===== src/rtl/mem_access_unit.sv =====
// mem_access_unit: memory-stage load/store unit with req/gnt/rvalid port, stall and misalignment detection
module mem_access_unit #(
  parameter int DATA_WIDTH = 32
) (
  input  logic                    clk,
  input  logic                    rst_n,
  input  logic                    MemReadM,
  input  logic                    MemWriteM,
  input  logic [2:0]              Funct3M,
  input  logic [DATA_WIDTH-1:0]   ALUResultM,
  input  logic [DATA_WIDTH-1:0]   WriteDataM,
  output logic                    Stall,
  output logic [DATA_WIDTH-1:0]   ReadDataM,
  output logic                    MisalignedM,
  output logic                    mem_req,
  output logic                    mem_we,
  output logic [DATA_WIDTH-1:0]   mem_addr,
  output logic [3:0]              mem_be,
  output logic [DATA_WIDTH-1:0]   mem_wdata,
  input  logic                    mem_gnt,
  input  logic                    mem_rvalid,
  input  logic [DATA_WIDTH-1:0]   mem_rdata
);
  localparam logic [1:0] IDLE = 2'd0;
  localparam logic [1:0] REQ  = 2'd1;
  localparam logic [1:0] WAIT = 2'd2;
  localparam logic [1:0] DONE = 2'd3;
  logic [1:0]            state_q, state_d;
  logic [DATA_WIDTH-1:0] addr_q, addr_d, wdata_q, wdata_d, rdata_q, rdata_d;
  logic                  we_q, we_d;
  logic [3:0]            be_q, be_d;
  logic [2:0]            f3_q, f3_d;
  logic                  is_store, is_load, legal, aligned, in_idle, valid;
  logic [1:0]            sz, off;
  logic [7:0]            ld_b;
  logic [15:0]           ld_h;
  logic [DATA_WIDTH-1:0] ld_ext;
  always_comb begin
    is_store = MemWriteM;
    is_load  = MemReadM & ~MemWriteM;
    sz       = Funct3M[1:0];
    // stores only accept the signed encodings; loads also accept LBU/LHU
    legal    = is_store ? (~Funct3M[2] & (sz != 2'b11)) :
               is_load  ? ((sz != 2'b11) & ~(Funct3M[2] & Funct3M[1])) : 1'b0;
    aligned  = (sz == 2'b10) ? (ALUResultM[1:0] == 2'b00) :
               (sz == 2'b01) ? ~ALUResultM[0] : 1'b1;
    in_idle  = state_q == IDLE;
    valid    = in_idle & legal & aligned;
    MisalignedM = in_idle & legal & ~aligned;
    Stall    = valid | (state_q == REQ) | (state_q == WAIT);
  end
  always_comb begin
    off    = addr_q[1:0];
    ld_b   = (off == 2'd0) ? mem_rdata[7:0]   :
             (off == 2'd1) ? mem_rdata[15:8]  :
             (off == 2'd2) ? mem_rdata[23:16] : mem_rdata[31:24];
    ld_h   = off[1] ? mem_rdata[31:16] : mem_rdata[15:0];
    ld_ext = (f3_q == 3'b000) ? {{24{ld_b[7]}}, ld_b}  :
             (f3_q == 3'b001) ? {{16{ld_h[15]}}, ld_h} :
             (f3_q == 3'b100) ? {24'd0, ld_b}          :
             (f3_q == 3'b101) ? {16'd0, ld_h}          : mem_rdata;
  end
  always_comb begin
    state_d = in_idle          ? (valid ? REQ : IDLE) :
              (state_q == REQ)  ? (mem_gnt ? (we_q ? DONE : WAIT) : REQ) :
              (state_q == WAIT) ? (mem_rvalid ? DONE : WAIT) : IDLE;
    addr_d  = valid ? ALUResultM : addr_q;
    we_d    = valid ? is_store : we_q;
    f3_d    = valid ? Funct3M : f3_q;
    be_d    = ~valid ? be_q :
              (~is_store | (sz == 2'b10)) ? 4'b1111 :
              (sz == 2'b01) ? (ALUResultM[1] ? 4'b1100 : 4'b0011) :
              4'b0001 << ALUResultM[1:0];
    wdata_d = ~valid ? wdata_q :
              (sz == 2'b00) ? {4{WriteDataM[7:0]}}  :
              (sz == 2'b01) ? {2{WriteDataM[15:0]}} : WriteDataM;
    rdata_d = ((state_q == WAIT) & mem_rvalid) ? ld_ext : rdata_q;
  end
  always_ff @(posedge clk or negedge rst_n) begin
    if (!rst_n) begin
      state_q <= IDLE;
      addr_q  <= '0;
      we_q    <= 1'b0;
      be_q    <= 4'b0000;
      wdata_q <= '0;
      f3_q    <= 3'b000;
      rdata_q <= '0;
    end else begin
      state_q <= state_d;
      addr_q  <= addr_d;
      we_q    <= we_d;
      be_q    <= be_d;
      wdata_q <= wdata_d;
      f3_q    <= f3_d;
      rdata_q <= rdata_d;
    end
  end
  assign mem_req   = state_q == REQ;
  assign mem_we    = we_q;
  assign mem_addr  = {addr_q[DATA_WIDTH-1:2], 2'b00};
  assign mem_be    = be_q;
  assign mem_wdata = wdata_q;
  assign ReadDataM = rdata_q;
endmodule


===== config.mk =====
export PLATFORM = sky130hd
export DESIGN_NAME = mem_access_unit
export DESIGN_NICKNAME = d
export VERILOG_FILES = /design/src/rtl/mem_access_unit.sv
export SDC_FILE = /design/constraint.sdc
export NUM_CORES = 1
export LEC_CHECK = 0
export BUFFER_PORTS_ARGS = -buffer_cell sky130_fd_sc_hd__buf_4
export CAP_MARGIN = 10
export CELL_PAD_IN_SITES_DETAIL_PLACEMENT = 1
export CELL_PAD_IN_SITES_GLOBAL_PLACEMENT = 1
export CORE_UTILIZATION = 35
export DETAILED_ROUTE_END_ITERATION = 10
export GPL_TIMING_DRIVEN = 0
export HOLD_SLACK_MARGIN = 0.15
export PLACE_DENSITY_LB_ADDON = 0.12
export SLEW_MARGIN = 20
export SYNTH_ARGS = -nofsm -noshare
export SYNTH_HDL_FRONTEND = slang
export SYNTH_SLANG_ARGS = --single-unit

===== constraint.sdc =====
create_clock -name clk -period 5.5 [get_ports clk]
set_input_delay 1.375 -clock clk [delete_from_list [all_inputs] [get_ports clk]]
set_output_delay 1.375 -clock clk [all_outputs]
set_load 0.005 [all_outputs]

# Word-level counts from Yosys, hierarchy flattened
# Index checks and enable logic that the tools add are counted.
# classes
eq_ne	10
bitwise_logic	16
mux	24
n_reduce_logical	5
shifts	1
# op_table
operator	n
32-bit 2-to-1 mux	6
8-bit 2-to-1 mux	3
16-bit 2-to-1 mux	1
4-bit 2-to-1 mux	3
1-bit AND	8
2-bit zero test	4
2-bit 2-to-1 mux	4
1-bit 2-to-1 mux	7
2-bit by 1-bit equality test with 1-bit output, second input constant	3
2-bit equality test, second input constant	3
3-bit equality test, second input constant	2
1-bit inverter	5
1-bit by 2-bit << shifter with 4-bit output, first input constant	1
3-bit by 1-bit equality test with 1-bit output, second input constant	1
3-bit zero test	1
1-bit bitwise OR	3
2-bit inequality test, second input constant	1
# word_totals
output_inout_bits	104
wordCells	63
ff_bits	106

# Logic depth before layout (Yosys ltp)
# logic_depth
ltp_word	9
mapped_depth	7

# Worst setup path after synthesis
# OpenSTA, ideal clock, no wires.
# synth_timing
path_kind	input to output
startpoint	input port Funct3M[0]
endpoint	output port Stall
arrival_ns	2.377
stages	6
t_required_ns	4.125
setup_slack_ns	1.748
path_buffers	3
path_cell_list	buf_6 -> nor4_2 -> o2111ai_1 -> buf_4 -> buf_2 -> o21ai_0
# synth_between
elab_chain_len	8
elab_cells_between_ends	13
# synth_lines
element	line	text
from (decl)	9	input logic [2:0] Funct3M,
2-bit inequality test	43, 44	
1-bit AND	44	is_load ? ((sz != 2'b11) & ~(Funct3M[2] & Funct3M[1])) : 1'b0;
1-bit 2-to-1 mux	44	
1-bit 2-to-1 mux	43	legal = is_store ? (~Funct3M[2] & (sz != 2'b11)) :
1-bit AND	48	valid = in_idle & legal & aligned;
1-bit AND (*)	48	
1-bit bitwise OR (*) (2 in a row)	50	Stall = valid | (state_q == REQ) | (state_q == WAIT);
to (decl)	12	output logic Stall,
# Every way passes the cells marked *; elsewhere a longest branch is shown, timed or not.

# Worst setup path in the final report
# layout_timing
startpoint	input port Funct3M[1]
endpoint	output port MisalignedM
# layout_between
elab_chain_len	7
elab_cells_between_ends	14
# layout_lines
element	line	text
1-bit AND	44	
1-bit inverter	44	
1-bit AND	44	
1-bit 2-to-1 mux	44	
1-bit 2-to-1 mux	43	
1-bit AND	49	MisalignedM = in_idle & legal & ~aligned;
1-bit AND (*)	49	
to (decl)	14	output logic MisalignedM,
# Marked as above.

==> flow_metrics.tcl <==
set metrics [dict create \
    status "complete, no violations" \
    setup_viol 0 \
    final_cells 898 \
    ys_ff_latch 106 \
    drv_slew 0 \
    critical-path-max-stage-delay_ns 0.45 \
    p_sw_share_pct 33.3 \
    fin_crit_ns 4.17 \
    clk_pin_slew_ns 0.07 \
    core_area_um2 14600 \
    cts_setup_buffers 0 \
    worstPathArrival_ns 2.80 \
    io_pins 209 \
    critPathBufInv 4 \
    detail_route.vias_per_cell 4.98 \
    startpoint "Funct3M[1]" \
    final_core_util_pct 50.1 \
    drc_errors 0 \
    hpwlAfterDp_um 12200 \
    clk_root_buffer_cell "clkbuf_16" \
    combPwrFrac_pct 47.8 \
    worstPathRequired_ns 4.12 \
    cts_tree "built" \
    pre_cts_ws_ns 1.27 \
    path_max_fanout 10 \
    worstHoldStart "mem_wdata[20]" \
    initial_utilization_pct 35.9 \
    p_clk_share_pct 16.2 \
    synth_cell_types 36 \
    syn-mean-instance-area_um2 10.6 \
    die_w_um 124 \
    p_sw_w 0.00129 \
    cp_slowest_cell "clkbuf_1" \
    cts_buffer_depth 2 \
    syn2layout_area_growth_pct 39.4 \
    worstSkewPairLatency_ns 0.35 \
    dr.pass1.iters 4 \
    cp-end-kind "output port" \
    die_h_um 124 \
    final_cell_mix "buf_4 (237), dfrtp_1 (106), nand2_1 (60)" \
    rows 44 \
    num_vias 4468 \
    yosysTopAreaCellShare_pct 50.6 \
    synth_top_cell_by_area "dfrtp_1" \
    clock_skew_ns 0.00925 \
    synth_area_leaders "dfrtp_1 (51%), mux2_4 (8.6%), mux2i_1 (5.5%)" \
    fmax_mhz 240 \
    ys_warn_count 0 \
    syn-cell-area_um2 5240 \
    placedCellCount 883 \
    grt_usage_pct 21.3 \
    cpLargestDelayFamily "buffers and inverters" \
    cts-resized-gates 0 \
    maxCapViolCount 0 \
    wire_per_inst_um 17.8 \
    syn-instance-count 493 \
    path_class "input pin to output port" \
    worst_ir_drop_vdd_uv 198 \
    grt_antenna_before_repair 0 \
    layout_commonest_cell "buf_4" \
    power_frac_seq_pct 36.0 \
    grt_pass1_wl_um 26000 \
    leakage_nw 3.65 \
    power.internal_w 0.00259 \
    grt_pass1_vias 4775 \
    htreeDepth 3 \
    drtIter0Drc 148 \
    wirelength_um 16000 \
    min_path_type "flop to flop" \
    p_per_area_nw_per_um2 532 \
    cts_buffers 9 \
    setup_slack_ns 1.33 \
    ant_nets 0 \
    rsz0062_at_grt "no" \
    grt-ovfl-total 0 \
    num_antenna_cells 0 \
    reg2reg_from "addr_q[1]" \
    tightest_slew_ns 0.988 \
    dieArea_um2 15500 \
    hold_violations 0 \
    slew_headroom_pct 34.1 \
    clock_sinks 106 \
    hold_buffers 0 \
    nNetsFinal 815 \
    min_period_over_period_pct 75.9 \
    port_buffers 205 \
    final_layout_size_suffix_gt1_share_pct 45.1 \
    yosysSeqAreaShare_pct 50.6 \
    start_kind "input pin" \
    gp_congestion 0.799 \
    grt_max_degree 107 \
    tns_ns 0 \
    path_cells "buf_4 -> clkbuf_1 -> clkbuf_1 -> o211ai_1 -> a21oi_1 -> buf_4" \
]
per-layer routing:
layer | wire length, um | GRT usage [%] | vias up | part of all wire [%]
met5 | 0 | 0 | - | 0
met4 | 120 | 4.68 | 0 | 0.75
met3 | 1010 | 6.53 | 10 | 6.3
met2 | 8060 | 36.2 | 136 | 50
met1 | 6800 | 26.5 | 2222 | 42
li1 | - | - | 2100 | -
per-stage QoR:
step,hold WS [ns],power [W],instance area (um2)
CTS,0.494,0.00394,7310
global placement,0.468,0.00321,7020
floorplan,0.473,0.00235,5250
detailed placement,0.476,0.00329,7020
global route,0.517,0.00417,7310
finish,0.488,0.00389,7310
synthesized netlist by cell type:
| library cell | instances |
|---|---|
| nand3_1 | 7 |
| clkbuf_1 | 11 |
| a2bb2oi_1 | 5 |
| or2_2 | 1 |
| nand3b_1 | 3 |
| buf_2 | 11 |
| a21oi_2 | 1 |
| a21o_1 | 1 |
| nor3_1 | 2 |
| nor4_2 | 1 |
| nor2b_1 | 9 |
| buf_1 | 2 |
| a31oi_1 | 1 |
| buf_6 | 4 |
| conb_1 | 1 |
| a21oi_1 | 44 |
| o2bb2ai_1 | 1 |
| a22oi_1 | 7 |
| mux2_4 | 30 |
| a22o_1 | 1 |
| buf_4 | 33 |
| and2_1 | 2 |
| nand2b_1 | 4 |
| o211a_1 | 1 |
| o21ai_0 | 36 |
| o22ai_1 | 4 |
| o211ai_1 | 6 |
| a311oi_1 | 1 |
| nor2_1 | 41 |
| mux2_2 | 20 |
| dfrtp_1 | 106 |
| mux2i_1 | 29 |
| inv_1 | 5 |
| nand2_1 | 60 |
| o2111ai_1 | 1 |
| o221a_2 | 1 |
registers in the layout, indices dropped and copies added, names as in the netlist, named ones only:
register and flops:
mem_be 4, mem_wdata 32, state_q 1, f3_q 3
mem_we 1, addr_q 32, ReadDataM 32
power groups by stage:
stage          clock, W  combinational [W]  sequential (W)
2_1_floorplan         0           0.000972         0.00138
3_3_place_gp          0            0.00182         0.00139
3_5_place_dp          0            0.00187         0.00142
4_1_cts        0.000653            0.00188         0.00141
5_1_grt        0.000683            0.00203         0.00146
6_report       0.000631            0.00186         0.00140
worst paths after layout:
kind / depth (start not counted) / endpoint / slack (ns)
worst max-delay path: 6 / MisalignedM / 1.33
worst min-delay path: 2 / mem_wdata[20] / 0.49
worst max register to register: 5 / ReadDataM[20] / 3.53
min in group asynchronous: 1 / ReadDataM[26] / 1.15
worst min register to register: 2 / mem_wdata[20] / 0.49
max in group asynchronous: 1 / mem_be[1] / 3.68
cell type report:
class / count / area, um2
Inverter: 5 / 18.8
Sequential cell: 106 / 2650
Clock inverter: 3 / 23.8
Clock buffer: 12 / 267
Multi-Input combinational cell: 322 / 2180
Tap cell: 184 / 230
Buffer: 61 / 397
Timing Repair Buffer: 205 / 1540
Fill cell: 1627 / 7280
cells by family (layout without fill, tap and decap cells):
| kind of cell | after synthesis | count (layout) | synth area share (%) |
|---|---|---|---|
| simple gates | 130 | 130 | 10.7 |
| compound gates | 111 | 111 | 12.3 |
| flops | 106 | 106 | 50.6 |
| mux | 79 | 79 | 18.4 |
| buf+inv | 66 | 286 | 7.92 |
| other cells | 1 | 2 | 0.0715 |
worst reg2reg max path, cell delays in order (launching register included):
cell and delay (ns):
dfrtp_1 0.41, mux2i_1 0.38, mux2i_1 0.15, a21oi_2 0.47
buf_2 0.33, a21oi_1 0.11
No activity file was read; power rests on OpenSTA's default activity.
